`src/rtl/arrow_board_ctrl.sv`:
```
// Arrow board sequencer: runs a prescaled lamp phase and plays a 4-entry pattern playlist.
// A manual override can take over the outputs. Every mode change lands on a phase-cycle boundary.
module arrow_board_ctrl (
    input  logic       clk,
    input  logic       rst,
    input  logic [7:0] prescale,
    input  logic       run,
    input  logic       prog_we,
    input  logic [1:0] prog_addr,
    input  logic [9:0] prog_data,
    input  logic       ovr_req,
    input  logic [5:0] ovr_pattern,
    output logic       ovr_ack,
    output logic [1:0] phase,
    output logic [3:0] pattern,
    output logic       flashing,
    output logic       sequential,
    output logic [1:0] step,
    output logic       busy
);

    typedef enum logic [1:0] {
        ST_IDLE     = 2'd0,
        ST_PLAY     = 2'd1,
        ST_OVERRIDE = 2'd2
    } state_t;

    state_t     state_reg, state_next;
    logic [7:0] presc_cnt_reg;
    logic [1:0] phase_reg;
    logic [9:0] playlist_reg [4];
    logic [3:0] act_pattern_reg, act_pattern_next;
    logic       act_flash_reg, act_flash_next;
    logic       act_seq_reg, act_seq_next;
    logic [3:0] dwell_cnt_reg, dwell_cnt_next;
    logic [1:0] step_reg, step_next;
    logic [5:0] ovr_pat_reg;

    logic       tick;
    logic       wrap;
    logic [3:0] entry_live;
    logic [1:0] next_idx;
    logic       load_en;
    logic [1:0] load_idx;
    logic [9:0] load_entry;

    assign tick     = (presc_cnt_reg == 8'd0);
    assign wrap     = tick && (phase_reg == 2'd3);
    assign next_idx = step_reg + 2'd1;

    // A zero dwell field marks an entry as the end of the playlist.
    generate
        for (genvar gi = 0; gi < 4; gi++) begin : g_entry
            assign entry_live[gi] = |playlist_reg[gi][9:6];
        end
    endgenerate

    assign load_entry = playlist_reg[load_idx];

    always_ff @(posedge clk) begin
        if (rst) begin
            presc_cnt_reg <= 8'd0;
            phase_reg     <= 2'd0;
        end else begin
            presc_cnt_reg <= tick ? prescale : (presc_cnt_reg - 8'd1);
            if (tick) begin
                phase_reg <= phase_reg + 2'd1;
            end
        end
    end

    always_ff @(posedge clk) begin
        if (rst) begin
            for (int i = 0; i < 4; i++) begin
                playlist_reg[i] <= 10'd0;
            end
        end else if (prog_we) begin
            playlist_reg[prog_addr] <= prog_data;
        end
    end

    always_ff @(posedge clk) begin
        if (rst) begin
            state_reg       <= ST_IDLE;
            act_pattern_reg <= 4'd0;
            act_flash_reg   <= 1'b0;
            act_seq_reg     <= 1'b0;
            dwell_cnt_reg   <= 4'd0;
            step_reg        <= 2'd0;
            ovr_pat_reg     <= 6'd0;
        end else begin
            state_reg       <= state_next;
            act_pattern_reg <= act_pattern_next;
            act_flash_reg   <= act_flash_next;
            act_seq_reg     <= act_seq_next;
            dwell_cnt_reg   <= dwell_cnt_next;
            step_reg        <= step_next;
            ovr_pat_reg     <= ovr_pattern;
        end
    end

    always_comb begin
        state_next = state_reg;
        step_next  = step_reg;
        load_en    = 1'b0;
        load_idx   = step_reg;
        dwell_cnt_next = dwell_cnt_reg;
        if (wrap) begin
            unique case (state_reg)
                ST_IDLE: begin
                    if (ovr_req) begin
                        state_next = ST_OVERRIDE;
                        step_next  = 2'd0;
                    end else if (run && entry_live[0]) begin
                        state_next = ST_PLAY;
                        load_en    = 1'b1;
                        load_idx   = 2'd0;
                        step_next  = 2'd0;
                    end
                end
                ST_PLAY: begin
                    if (ovr_req) begin
                        state_next = ST_OVERRIDE;
                    end else if (!run) begin
                        state_next = ST_IDLE;
                        step_next  = 2'd0;
                    end else if (dwell_cnt_reg > 4'd1) begin
                        dwell_cnt_next = dwell_cnt_reg - 4'd1;
                    end else if ((step_reg != 2'd3) && entry_live[next_idx]) begin
                        load_en   = 1'b1;
                        load_idx  = next_idx;
                        step_next = next_idx;
                    end else if (entry_live[0]) begin
                        load_en   = 1'b1;
                        load_idx  = 2'd0;
                        step_next = 2'd0;
                    end else begin
                        state_next = ST_IDLE;
                        step_next  = 2'd0;
                    end
                end
                ST_OVERRIDE: begin
                    // Resume restarts the interrupted entry with its full dwell.
                    if (!ovr_req) begin
                        if (run && entry_live[step_reg]) begin
                            state_next = ST_PLAY;
                            load_en    = 1'b1;
                            load_idx   = step_reg;
                        end else begin
                            state_next = ST_IDLE;
                            step_next  = 2'd0;
                        end
                    end
                end
                default: begin
                    state_next = ST_IDLE;
                    step_next  = 2'd0;
                end
            endcase
        end
        act_pattern_next = load_en ? load_entry[3:0] : act_pattern_reg;
        act_flash_next   = load_en ? load_entry[4]   : act_flash_reg;
        act_seq_next     = load_en ? load_entry[5]   : act_seq_reg;
        if (load_en) begin
            dwell_cnt_next = load_entry[9:6];
        end
    end

    always_comb begin
        pattern    = 4'd0;
        flashing   = 1'b0;
        sequential = 1'b0;
        ovr_ack    = 1'b0;
        busy       = 1'b0;
        step       = 2'd0;
        phase      = phase_reg;
        unique case (state_reg)
            ST_PLAY: begin
                pattern    = act_pattern_reg;
                flashing   = act_flash_reg;
                sequential = act_seq_reg;
                busy       = 1'b1;
                step       = step_reg;
            end
            ST_OVERRIDE: begin
                pattern    = ovr_pat_reg[3:0];
                flashing   = ovr_pat_reg[4];
                sequential = ovr_pat_reg[5];
                ovr_ack    = 1'b1;
                busy       = 1'b1;
                step       = step_reg;
            end
            default: begin
                pattern = 4'd0;
            end
        endcase
    end

endmodule

```
`config.mk`:
```
export PLATFORM = sky130hd
export DESIGN_NAME = arrow_board_ctrl
export DESIGN_NICKNAME = d
export VERILOG_FILES = /design/src/rtl/arrow_board_ctrl.sv
export SDC_FILE = /design/constraint.sdc
export NUM_CORES = 1
export LEC_CHECK = 0
export ABC_AREA = 1
export BUFFER_PORTS_ARGS = -buffer_cell sky130_fd_sc_hd__buf_2
export CAP_MARGIN = 5
export CORE_UTILIZATION = 35
export CTS_BUF_LIST = sky130_fd_sc_hd__clkbuf_2 sky130_fd_sc_hd__clkbuf_4 sky130_fd_sc_hd__clkbuf_8
export DETAILED_ROUTE_END_ITERATION = 7
export REMOVE_ABC_BUFFERS = 1
export SLEW_MARGIN = 20
export SYNTH_ARGS = -nofsm -noshare
export SYNTH_HDL_FRONTEND = slang
export SYNTH_SLANG_ARGS = --single-unit
export TNS_END_PERCENT = 20
```
`constraint.sdc`:
```
create_clock -name clk -period 2.27 [get_ports clk]
set_input_delay 0.227 -clock clk [delete_from_list [all_inputs] [get_ports clk]]
set_output_delay 0.227 -clock clk [all_outputs]
set_load 0.03 [all_outputs]
```
======== Word level (Yosys, flattened, before mapping) ========
Memories as Yosys holds them, arrays and structs flattened.
Index checks and enable logic that the tools add are counted.
word-level totals
  flip-flop bits (word level) ............. 30
  latch bits .............................. 0
  RAM bits ................................ 40
  bits in read-only memories .............. 0
  bits of input ports ..................... 31
  output and inout bits ................... 12
  logic and storage cells ................. 112
  memories ................................ 1
memory list
  memory        words  width  rd ports  clocked after Yosys merged registers in  wr ports  RTL line  text
  playlist_reg  4      10     5         0                                        4         31        logic [9:0] playlist_reg [4];
operators by class
  add/sub/neg operators ................... 4
  $mul .................................... 0
  divide/modulo/power cells ............... 0
  order comparisons ....................... 3
  equality and inequality tests ........... 13
  shift operators ......................... 0
  multiplexer cells ....................... 63
  bitwise logic cells ..................... 0
  reduce and logical (&&, ||, !) cells .... 19
operator list
  kind                                                                          count
  2-bit 2-to-1 mux                                                              25
  4-bit 2-to-1 mux                                                              6
  1-bit 2-to-1 mux                                                              21
  4-bit OR reduction                                                            4
  4-bit inequality test, second input constant                                  3
  2-bit case mux with 3 select lines                                            2
  10-bit 2-to-1 mux                                                             1
  5-bit AND reduction                                                           2
  10-bit OR reduction                                                           1
  8-bit logical NOT                                                             1
  8-bit 2-to-1 mux                                                              1
  2-bit inequality test, second input constant                                  4
  4-bit case mux with 2 select lines                                            1
  2-bit nonzero test                                                            4
  8-bit by 1-bit subtractor with 8-bit output, second input constant            1
  2-bit by 3-bit less-than comparator with 1-bit output, second input constant  2
  3-bit inequality test, second input constant                                  2
  6-bit AND reduction                                                           1
  2-bit by 1-bit adder with 2-bit output, second input constant                 2
  1-bit binary-select mux with 2-bit select                                     2
  2-bit == test, second input constant                                          2
  4-bit by 1-bit > comparator with 1-bit output, second input constant          1
  1-bit logical AND                                                             4
  1-bit case mux with 2 select lines                                            2
  other kinds (7)                                                               7

======== Depth between registers and ports, before layout ========
Gate-level depths: netlist (run 1).
An unclocked memory read counts as a cell.
  depth in word-level cells ............... 13
  depth in mapped cells ................... 17
  mapped depth without buffers ............ 16

======== Least setup slack after synthesis (run 1) ========
OpenSTA, ideal clock, no wires.
  path type ............................... reg2reg
  from .................................... reg presc_cnt_reg[0]
  to ...................................... reg act_pattern_reg[3]
  library setup time ...................... 0.132 ns
  arrival time ............................ 1.930 ns
  data required time ...................... 2.138 ns
  path slack .............................. 0.208 ns
  cell stages (with the launch flop) ...... 18
  path buffers ............................ 1
  period minus slack after synthesis ...... 2.062 ns
  cells stage by stage .................... dfxtp_1 > inv_1 > ha_1 > nor3b_4 > nand3_2 > nor2_4 > nand2_2 > nor2_4 > nand3_2 > nand2_4 > nand2_4 > buf_6 > nand2_1 > nand2_1 > nand2_1 > nand2_1 > nand2_1 > a21oi_2
on the way
  longest elaborated chain between the ends .. 4
  elaborated cells on any way between the ends .. 5
  those cells by class .................... mux: 2; reduce/logical: 2; memory: 1
ends and longest elaborated chain
  item                      RTL line  text
  start: declaration        29        logic [7:0] presc_cnt_reg;
  start signal: assignment  65        presc_cnt_reg <= tick ? prescale : (presc_cnt_reg - 8'd1);
  8-bit logical NOT (*)     47        assign tick = (presc_cnt_reg == 8'd0);
  1-bit logical AND (*)     48        assign wrap = tick && (phase_reg == 2'd3);
  2-bit 2-to-1 mux          108       if (wrap) begin
  memory read 4 x 10 bit    n/a
  end signal: assignment    93        act_pattern_reg <= act_pattern_next;
  end: declaration          32        logic [3:0] act_pattern_reg, act_pattern_next;
Every way passes the cells marked *; elsewhere a longest branch is shown, timed or not.
A chain may end at the register's enable or synchronous reset.

======== Worst setup path in the final report (run 1) ========
  from .................................... reg presc_cnt_reg[0]
  to ...................................... reg dwell_cnt_reg[3]
on the way
  longest elaborated chain between the ends .. 5
  elaborated cells on any way between the ends .. 12
  those cells by class .................... eq/ne: 1; mux: 3; reduce/logical: 7; memory: 1
ends and longest elaborated chain
  item                                                     RTL line  text
  8-bit logical NOT (*)                                    47
  1-bit logical AND (*)                                    48
  2-bit 2-to-1 mux or 1-bit 2-to-1 mux (tied branches)     108
  memory read 4 x 10 bit (tied with other cells)           n/a
  4-bit 2-to-1 mux or 5-bit AND reduction (tied branches)  n/a
  end signal: assignment                                   96        dwell_cnt_reg <= dwell_cnt_next;
  end: declaration                                         35        logic [3:0] dwell_cnt_reg, dwell_cnt_next;
Marked as above.

==> results of run 1 <==
==> synthesized netlist by cell type <==
| library cell | number | share of area (%) |
|---|---|---|
| nand2_1 | 132 | 13 |
| nor2_1 | 67 | 6.6 |
| inv_1 | 57 | 5.6 |
| edfxtp_1 | 40 | 31 |
| nand3_1 | 31 | 4.0 |
| dfxtp_1 | 30 | 16 |
| a21oi_1 | 23 | 3.0 |
| o21ai_0 | 21 | 2.7 |
| nor3_1 | 18 | 2.3 |
| clkbuf_1 | 13 | 1.3 |
| ha_1 | 9 | 2.9 |
| nand3b_1 | 6 | 1.2 |
| nand4_1 | 6 | 0.98 |
| a21oi_2 | 4 | 0.91 |
| xor2_1 | 4 | 0.91 |
| buf_6 | 3 | 0.88 |
| nand2_2 | 3 | 0.49 |
| nor2_4 | 3 | 0.88 |
| buf_2 | 2 | 0.26 |
| nand2_4 | 2 | 0.59 |
| nand3_2 | 2 | 0.52 |
| o21a_1 | 2 | 0.39 |
| a2111oi_0 | 1 | 0.23 |
| a21boi_4 | 1 | 0.49 |
| a31oi_1 | 1 | 0.16 |
| buf_1 | 1 | 0.098 |
| buf_4 | 1 | 0.20 |
| inv_2 | 1 | 0.098 |
| mux2i_1 | 1 | 0.26 |
| nand3_4 | 1 | 0.46 |
| nor2_2 | 1 | 0.16 |
| nor3b_4 | 1 | 0.49 |
| o2111ai_1 | 1 | 0.23 |
| o211a_1 | 1 | 0.26 |
| o31ai_1 | 1 | 0.20 |
| or2_2 | 1 | 0.16 |
| xnor2_1 | 1 | 0.23 |
==> worst max path at each step <==
stage                          start                  to  slack [ns]  depth (start not counted)
floorplan           presc_cnt_reg[0]    dwell_cnt_reg[3]        0.13                         16
global placement    presc_cnt_reg[0]    dwell_cnt_reg[3]        0.11                         15
detailed placement  presc_cnt_reg[0]  act_pattern_reg[0]        0.02                         15
CTS                 presc_cnt_reg[0]  act_pattern_reg[0]        0.04                         16
global route        presc_cnt_reg[0]    dwell_cnt_reg[3]       -0.04                         16
finish              presc_cnt_reg[0]    dwell_cnt_reg[3]        0.10                         16
==> per-stage QoR <==
stage,setup TNS (ns),hold slack (ns),util [%]
global placement,0,0.4157,40.94
global route,-0.3055,0.05906,44.70
CTS,0,0.06215,43.11
floorplan,0,0.2894,-
finish,0,0.07628,44.70
detailed placement,0,0.4292,40.94
==> worst max-delay path: cells and delay by family (launching register included) <==
kind	cells	cell delay, ns
buffers and inverters	3	0.25
AO/OA/AOI/OAI	1	0.14
adder cells (fa/ha/maj)	1	0.13
flip-flops	1	0.33
AND/OR/NAND/NOR	11	1.27
==> report_power, final <==
part / switching [W] / total [W] / internal (W)
logic: 0.000406 / 0.000730 / 0.000324
registers: 0.0000979 / 0.00158 / 0.00148
clock network: 0.000509 / 0.00113 / 0.000622
==> final cells by class <==
class / instances / area, um2
Clock buffer: 9 / 123.9
Multi-Input combinational cell: 347 / 1812
Inverter: 58 / 217.7
Tap cell: 136 / 170.2
Timing Repair Buffer: 68 / 451.7
Sequential cell: 70 / 1807
Clock inverter: 7 / 95.09
Fill cell: 1054 / 5786
==> logic make-up (layout without fill, tap and decap cells) <==
kind of cell | after synthesis | after routing | share of synthesized area [%]
buf+inv | 78 | 142 | 8.377
compound gates | 56 | 57 | 8.605
xor+xnor | 5 | 5 | 1.141
fa+ha+maj | 9 | 9 | 2.934
flops | 70 | 70 | 46.94
mux | 1 | 1 | 0.2608
simple gates | 274 | 275 | 31.75
==> repair_timing <==
action	4_1_cts	5_1_grt
setup buffers	0	6
resized for setup	1	19
pin swaps	0	18
gates cloned	0	3
setup endpoints to repair	1	10
hold endpoints to repair	0	0
==> metal layers <==
metal	vias up	track usage (%)
met5	-	0
li1	1716	-
met1	1591	20.44
met2	72	28.89
met4	0	5.088
met3	13	4.620
==> metrics.md, run 1 <==
| Metric | Value |
|---|---|
| Outcome | finished clean |
| Clock buffer depth | 2 |
| Setup violations, final | 0 |
| Fraction of layout instances using a drive strength above 1 | between 20% and 30% |
| Worst hold endpoint | ovr_pat_reg[3] |
| Maximum clock frequency | 461.5 MHz |
| Relative slew slack | between 60% and 70% |
| # hold bufs at CTS | 0 |
| Setup WS pre-CTS | about 0.022 ns |
| Setup CP Type | reg -> reg |
| Mapped Area | about 3800 um2 |
| Die Y | ~110 um |
| Clock sinks | 70 |
| GP Congestion | roughly 0.85 |
| Tightest Pin Transition | roughly 0.49 ns |
| Setup ws final | just over 0.1 ns |
| CTS buffer count | 9 |
| Final #Nets | a little under 600 |
| Synth-to-Final Area Change | 21.84% |
| Reg-to-reg endpoint | dwell_cnt_reg[3] |
| Commonest non-fill, non-tap cell in the layout | nand2_1 |
| GRT overflow | 0 |
| Reg-to-reg startpoint | presc_cnt_reg[0] |
| Max_cap viols | 0 |
| CP required | between 2 and 3 ns |
| Nature of the critical path endpoint | flip-flop |
| PwrDens | ~740 nW/um2 |
| Met1 WL | 4252 um |
| Buffers added on ports | 42 |
| Die area | 11390 um2 |
| FF-to-FF setup slack | 0.10 ns |
| Tot Pwr | about 0.0034 W |
| Clock-pin slew on the worst setup and hold paths | 0.08 ns |
| Cell Count, Final, Fillers Out | 695 |
| Highest routed layer | met4 |
| Cell Chain, Critical Path | inv_2 -> ha_4 -> nor3b_4 -> nand3_2 -> nor2_4 -> nand2_2 -> nor2_4 -> nand3_4 -> nand2_8 -> buf_6 -> nand3_1 -> nand2_1 -> inv_1 -> nand2_1 -> nand3_1 -> a21oi_1 |
| Warning count from the yosys run | 0 |
| Crit share post-route | 95.46% |
| Post-DR vias/cell | between 4 and 5 |
| Crit-path max FO | 6 |
| Clock Root Buffer | clkbuf_8 |
| Commonest cells after routing, fill and taps aside | nand2_1, nor2_1, inv_1 |
| P_leak | between 2 and 2.5 nW |
| Yosys reg bits | 70 |
| Design area | ~4700 um2 |
| Post-Syn Instances | approximately 490 |
| Global-route wire length before repair | 14780 um |
| Placed Instance Area | about 4300 um2 |
| Antenna violations before repair | 0 |
| Startpoint types | flip-flop |
| Final hold vios | 0 |
| Die Width | about 110 um |
| DRC viols | 0 |
| Avg Synthesized Cell Area | 7.786 um2 |
| CTS tree | yes |
| Worst Hold Class | in -> reg |
| Core outline area | 10460 um2 |
| Detail Route Antenna Nets | 0 |
| Rows | 37 |
| Met2 wire len | 4466 um |
| Final HPWL DP | 6655 um |
| Max reg flops | 40 |
| Met3 WL | 402 um |
| Peak VDD IR | between 600 and 700 uV |
| Max stage delay cell, worst path | dfxtp_2 |
| Max-slew violation count | 0 |
| Yosys cell types | 37 |
| Initial Utilization | 36.69% |
| H-tree depth | 3 |
| Antenna cell count | 0 |
| GR Util All Layers | 16.82% |
| Placed insts | 670 |
| I/O Pins | 43 |
| Pre-Repair DR Iteration Count | 4 |
| Worst-skew pair later-pin latency | roughly 0.35 ns |
| CP max stage delay | between 0.3 and 0.4 ns |
| Clock skew | between 0.01 and 0.015 ns |
| Hold Crit Start | ovr_pattern[3] |
| Initial drt markers | between 150 and 200 |
| R2r worst-path depth | 16 |
| Tmin final | approximately 2.2 ns |
| Largest net degree at the start of global routing | 22 |
| Number of global-route vias before repair | 3221 |
| Post-Route WL | just over 9000 um |
| Sequential fraction of the synthesis area | 46.94% |
| Avg WL per Cell | 13.35 um |
| Vias | between 3k and 4k |
| Worst Path Arrival | around 2.5 ns |
| Worst Hold Depth | 3 |
Note: power is estimated with default switching activity, not from simulation.
==> run 2, diff against run 1 <==
--- a/config.mk
+++ b/config.mk
@@ -8,7 +8,7 @@
 export ABC_AREA = 1
 export BUFFER_PORTS_ARGS = -buffer_cell sky130_fd_sc_hd__buf_2
 export CAP_MARGIN = 5
-export CORE_UTILIZATION = 35
+export CORE_UTILIZATION = 38
 export CTS_BUF_LIST = sky130_fd_sc_hd__clkbuf_2 sky130_fd_sc_hd__clkbuf_4 sky130_fd_sc_hd__clkbuf_8
 export DETAILED_ROUTE_END_ITERATION = 7
 export REMOVE_ABC_BUFFERS = 1
==> constraint.sdc (replaced) <==
create_clock -name clk -period 2.27 [get_ports clk]
set_input_delay 0.454 -clock clk [delete_from_list [all_inputs] [get_ports clk]]
set_output_delay 0.454 -clock clk [all_outputs]
set_load 0.03 [all_outputs]
==> run 2 against run 1 <==
  * Power shrank 5.8%
  * Utilization grew 2.0 points
  * Clock power shrank 12%
  * Worst setup slack lost 0.038 ns
  * Largest cell class is now registers
  * Register-to-register slack lost 0.04 ns
  * Wire length shrank 3.5%
  * Non-clock buffer count shrank 7
  * Hold slack gained 0.24 ns
==> metrics.md, run 2 (synthesis results as in run 1) <==
| Metric | Value |
|---|---|
| Worst Hold Depth | 3 |
| Post-DR vias/cell | ~4.9 |
| Die area | roughly 11000 um2 |
| Setup ws final | 0.06446 ns |
| Reg-to-reg endpoint | dwell_cnt_reg[2] |
| Commonest cells after routing, fill and taps aside | nand2_1, nor2_1, inv_1 |
| CP required | 2.55 ns |
| Hold Crit Start | ovr_pattern[5] |
| CP max stage delay | between 0.3 and 0.4 ns |
| Global-route wire length before repair | between 10000 and 15000 um |
| Clock-pin slew on the worst setup and hold paths | ~0.070 ns |
| Placed Instance Area | between 4000 and 5000 um2 |
| Reg-to-reg startpoint | presc_cnt_reg[0] |
| Outcome | finished clean |
| Setup violations, final | 0 |
| Hold slack | between 0.3 and 0.4 ns |
| Detail Route Antenna Nets | 0 |
| Antenna violations before repair | 0 |
| GP Congestion | slightly below 0.9 |
| Sequential share of power | a little under 50% |
| Clock skew | 0.006430 ns |
| Buffers added on ports | 42 |
| Worst hold endpoint | ovr_pat_reg[5] |
| CTS buffer count | 9 |
| Clock sinks | 70 |
| FF-to-FF setup slack | between 0.06 and 0.07 ns |
| RSZ-0062 raised after global routing | true |
| Worst Hold Class | in -> reg |
| Combinational power share | about a fifth |
| Max reg flops | 40 |
| Sw Pwr | 0.0009425 W |
| Setup CP Type | reg -> reg |
| Die Width | between 100 and 150 um |
| Initial drt markers | 117 |
| Rows | 36 |
| Setup WS pre-CTS | 0.003404 ns |
| Worst Path Arrival | 2.49 ns |
| Internal power | 0.002298 W |
| Startpoint types | flip-flop |
| Maximum clock frequency | approximately 450 MHz |
| Commonest non-fill, non-tap cell in the layout | nand2_1 |
| Vias | 3368 |
| Clock Root Buffer | clkbuf_8 |
| Fraction of layout instances using a drive strength above 1 | 19.42% |
| Synth-to-Final Area Change | 18.94% |
| Post-Route WL | 8951 um |
| Max_cap viols | 0 |
| Tmin final | between 2 and 2.5 ns |
| Switching Fraction | between 20 and 30% |
| Cell Chain, Critical Path | inv_2 -> ha_4 -> nor3b_4 -> nand3_2 -> nor2_4 -> nand2_2 -> nor2_4 -> nand3_4 -> nand2_8 -> clkbuf_16 -> nand3_1 -> nand2_1 -> inv_1 -> nand2_1 -> nand3_1 -> a21oi_1 |
| Largest net degree at the start of global routing | 22 |
| CTS tree | yes |
| R2r worst-path depth | 16 |
| Crit share post-route | between 90% and 100% |
| Core outline area | ~9800 um2 |
| Worst-skew pair later-pin latency | ~0.34 ns |
| Antenna cell count | 0 |
| Die Y | 102.5 um |
| H-tree depth | 3 |
| Crit-path max FO | 9 |
| Max-slew violation count | 0 |
| Relative slew slack | approximately two thirds |
| GR Util All Layers | between 10% and 20% |
| Clock share of power | roughly 31% |
| Tightest Pin Transition | roughly 0.50 ns |
| Final hold vios | 0 |
| I/O Pins | 43 |
| Number of global-route vias before repair | roughly 3.3k |
| Final HPWL DP | between 6000 and 7000 um |
| Pre-Repair DR Iteration Count | 4 |
| Peak VDD IR | ~500 uV |
| Nature of the critical path endpoint | flip-flop |
| P_leak | 2.041 nW |
| PwrDens | between 700 and 800 nW/um2 |
| Design area | between 4000 and 5000 um2 |
| DRC viols | 0 |
| Max stage delay cell, worst path | dfxtp_2 |
| Initial Utilization | slightly below 40% |
| Final #Nets | about 600 |
| GRT overflow | 0 |
| Avg WL per Cell | 13.09 um |
| Clock buffer depth | 2 |
run 2: worst max-delay path by stage:
stage                      from                  to  cells after the start  slack (ns)
2_1_floorplan  presc_cnt_reg[0]    dwell_cnt_reg[3]                     16        0.13
3_5_place_dp   presc_cnt_reg[0]  act_pattern_reg[0]                     14       0.003
4_1_cts        presc_cnt_reg[0]  act_pattern_reg[2]                     14        0.02
3_3_place_gp   presc_cnt_reg[0]  act_pattern_reg[0]                     14        0.09
5_1_grt        presc_cnt_reg[0]  act_pattern_reg[0]                     16       -0.13
6_report       presc_cnt_reg[0]    dwell_cnt_reg[2]                     16        0.06
run 2: critical path, delay by kind of cell (launching register included):
| kind | cells | cell delay (ns) |
|---|---|---|
| buffers and inverters | 3 | 0.27 |
| AOI/OAI and AO/OA | 1 | 0.13 |
| DFF | 1 | 0.33 |
| and+or+nand+nor | 11 | 1.27 |
| adders and majority gates | 1 | 0.14 |
run 2: metal layers:
metal,track usage (%),vias up,wire [um]
met5,0,-,0
met4,8.571,0,226
met3,3.864,21,273
met2,32.05,59,4468
met1,22.67,1579,3983
li1,-,1709,-
run 2: final cells by class:
class                   instances  area, um2
well taps                     133      166.4
repair buffers                 61      395.4
clock inverters                 4      47.55
multi-input cells             346       1788
inverters                      58      217.7
clock buffers                  12      146.4
flip-flops and latches         70       1804
fillers                       993       5209
run 2: what timing repair did:
item	CTS	global route
resized for setup	1	14
gates cloned	1	1
setup buffers	0	1
endpoints found under the setup margin	1	11
pin swaps	0	14
hold buffers	0	0
run 2: power groups by stage:
stage	registers (W)	clock network, W	logic, W
after floorplan	0.00161	0	0.000416
after global placement	0.00160	0	0.000618
after detailed placement	0.00160	0	0.000629
after CTS	0.00157	0.00103	0.000634
after global routing	0.00160	0.00109	0.000752
final	0.00158	0.00100	0.000659
run 2: metrics by stage:
stage	TNS (ns)	utilization (%)	total power [W]	std cells
after floorplan	0	-	0.002027	473
after global placement	0	43.63	0.002217	665
after detailed placement	0	43.63	0.002231	665
after CTS	0	45.74	0.003238	682
after global routing	-0.9797	46.71	0.003438	684
final	0	46.71	0.003240	684
==> run 3, diff against run 2 <==
--- a/config.mk
+++ b/config.mk
@@ -7,10 +7,12 @@
 export LEC_CHECK = 0
 export ABC_AREA = 1
 export BUFFER_PORTS_ARGS = -buffer_cell sky130_fd_sc_hd__buf_2
-export CAP_MARGIN = 5
-export CORE_UTILIZATION = 38
+export CELL_PAD_IN_SITES_DETAIL_PLACEMENT = 1
+export CELL_PAD_IN_SITES_GLOBAL_PLACEMENT = 2
+export CORE_UTILIZATION = 36
 export CTS_BUF_LIST = sky130_fd_sc_hd__clkbuf_2 sky130_fd_sc_hd__clkbuf_4 sky130_fd_sc_hd__clkbuf_8
 export DETAILED_ROUTE_END_ITERATION = 7
+export PLACE_DENSITY_LB_ADDON = 0.1
 export REMOVE_ABC_BUFFERS = 1
 export SLEW_MARGIN = 20
 export SYNTH_ARGS = -nofsm -noshare
==> run 3 against run 2 <==
  * Critical endpoint is now act_pattern_reg[1]
  * Final area rose by 3.6%
  * Utilization fell by 0.90 points
  * Power rose by 4.4%
  * Cell count rose by 2.2%
  * Critical path type unchanged
  * Critical path depth did not move
  * Die area rose by 5.4%
  * Sequential power barely moved
  * Clock skew rose by 0.0018 ns
  * Maximum frequency rose by 1.0%
  * Via count rose by 1.5%
  * First-iteration DRC count fell by 16%
==> metrics.md, run 3 (synthesis results as in run 1) <==
| Metric | Value |
|---|---|
| Outcome | finished clean |
| Startpoint types | flip-flop |
| CTS tree | yes |
| WP buf/inv | 2 |
| Tightest Pin Transition | around 0.46 ns |
| RSZ-0062 raised after global routing | true |
| Worst-skew pair later-pin latency | 0.35 ns |
| Max reg flops | 40 |
| Clock buffer depth | 2 |
| Antenna cell count | 0 |
| Hold Crit Start | ovr_pattern[5] |
| Max_cap viols | 0 |
| Setup violations, final | 0 |
| Crit-path leading delay family | simple AND/OR/NAND/NOR gates |
| Design area | about 4700 um2 |
| Setup ws final | between 0.08 and 0.09 ns |
| CP startpoint | presc_cnt_reg[0] |
| Core outline area | 10320 um2 |
| GP Congestion | between 0.7 and 0.8 |
| DRC viols | 0 |
| Buffers added on ports | 42 |
| Setup WS pre-CTS | 0.03454 ns |
| Die Width | between 100 and 150 um |
| Tmin final | between 2 and 2.5 ns |
| Final setup TNS | 0 ns |
| Synth-to-Final Area Change | 23.21% |
| Die Y | about 110 um |
| Initial Utilization | between 30% and 40% |
| Max stage delay cell, worst path | dfxtp_2 |
| Final hold vios | 0 |
| Clock-pin slew on the worst setup and hold paths | ~0.080 ns |
| Detail Route Antenna Nets | 0 |
| H-tree depth | 3 |
| Crit-path max FO | 6 |
| P_leak | between 2 and 2.5 nW |
| Global-route wire length before repair | about 17000 um |
| Maximum clock frequency | approximately 460 MHz |
| # hold bufs at CTS | 0 |
| Relative slew slack | between 60 and 70% |
| Final #Nets | between 500 and 600 |
| CTS buffer count | 9 |
| Peak VDD IR | between 400 and 500 uV |
| Clock sinks | 70 |
| Cell Chain, Critical Path | inv_2 -> ha_4 -> nor3b_4 -> nand3_2 -> nor2_4 -> nand2_2 -> nor2_4 -> nand3_4 -> nand2_8 -> clkbuf_16 -> nand3_1 -> nand2_2 -> nand2_1 -> nand2_1 -> nand2_1 -> a21oi_1 |
| Top cell by count, worst path | nand2_1 |
| Fin util | 45.81% |
| GR Util All Layers | about a fifth |
| Die area | approximately 11000 um2 |
| GRT overflow | 0 |
| CP required | about 2.6 ns |
| Vias | approximately 3.4k |
| Largest net degree at the start of global routing | 22 |
| I/O Pins | 43 |
| Nature of the critical path endpoint | flip-flop |
| Avg WL per Cell | about 15 um |
| Placed Instance Area | between 4000 and 5000 um2 |
| CP max stage delay | roughly 0.33 ns |
| Crit share post-route | between 90 and 100% |
| Reg-to-reg startpoint | presc_cnt_reg[0] |
| Worst Path Arrival | approximately 2.5 ns |
| Fraction of layout instances using a drive strength above 1 | approximately 22% |
| Post-Route WL | about 11000 um |
| Setup CP Type | reg -> reg |
| Clock Root Buffer | clkbuf_8 |
| Number of global-route vias before repair | approximately 3.5k |
| Post-DR vias/cell | 4.893 |
| Antenna violations before repair | 0 |
| Final HPWL DP | roughly 7800 um |
| Commonest cells after routing, fill and taps aside | nand2_1, nor2_1, inv_1 |
| Initial drt markers | 98 |
| Worst Hold Class | in -> reg |
| Pre-Repair DR Iteration Count | 6 |
| Tot Pwr | roughly 0.0034 W |
| Commonest non-fill, non-tap cell in the layout | nand2_1 |
| Max-slew violation count | 0 |
| PwrDens | roughly 720 nW/um2 |
| Clock skew | 0.008231 ns |
| Rows | 37 |
## run 3: changes by cell type in the layout (fill, tap and decap cells not counted), moves of 2 or more
cell | before | now
a21oi_1 | 23 | 21
clkbuf_8 | 9 | 11
a21oi_2 | 4 | 6
nand2_2 | 4 | 7
nand2_1 | 130 | 126
nand2_4 | 1 | 3
buf_4 | 16 | 25
## run 3: metrics by stage
step,cells,hold WS (ns)
global placement,676,0.4155
global route,699,0.3012
finish,699,0.3069
detailed placement,676,0.4318
floorplan,473,0.4064
CTS,692,0.2928
## run 3: layout make-up
type                    count  area (um2)
fillers                  1285        5594
multi-input cells         346        1809
flip-flops and latches     70        1804
repair buffers             73       519.2
inverters                  58       217.7
well taps                 136       170.2
clock buffers              13       166.4
clock inverters             3       42.54
## run 3: repair_timing
item | in CTS | in global routing
setup endpoints to repair | 0 | 14
setup buffers | 0 | 3
hold endpoints to repair | 0 | 0
resized for setup | 0 | 22
## run 3: metal layers
layer / share of wire, % / wire, um / vias to the layer above / global-route usage (%)
met5: 0 / 0 / - / 0
met4: 1.6 / 173 / 0 / 6.439
met3: 2.7 / 286 / 15 / 3.154
met2: 52 / 5491 / 61 / 36.42
met1: 44 / 4681 / 1619 / 22.68
li1: - / - / 1725 / -
## run 3: power breakdown
part           leakage, nW  internal, W  switching [W]
Clock                0.106     0.000591       0.000475
Combinational         1.38     0.000325       0.000411
Sequential           0.636      0.00148      0.0000992
Total                 2.12      0.00240       0.000985
## run 3: final timing paths
check                  endpoint  slack, ns  cells past startpoint
min reg2reg    presc_cnt_reg[0]       0.43                      1
max          act_pattern_reg[1]       0.09                     16
min              ovr_pat_reg[5]       0.31                      3
max reg2reg  act_pattern_reg[1]       0.09                     16
## run 3: worst reg2reg max path: stages (launching register included)
cell,delay (ns)
dfxtp_2,0.33
inv_2,0.07
ha_4,0.13
nor3b_4,0.19
nand3_2,0.13
nor2_4,0.13
nand2_2,0.08
nor2_4,0.16
nand3_4,0.14
nand2_8,0.17
clkbuf_16,0.16
nand3_1,0.09
nand2_2,0.08
nand2_1,0.06
nand2_1,0.06
nand2_1,0.04
a21oi_1,0.10
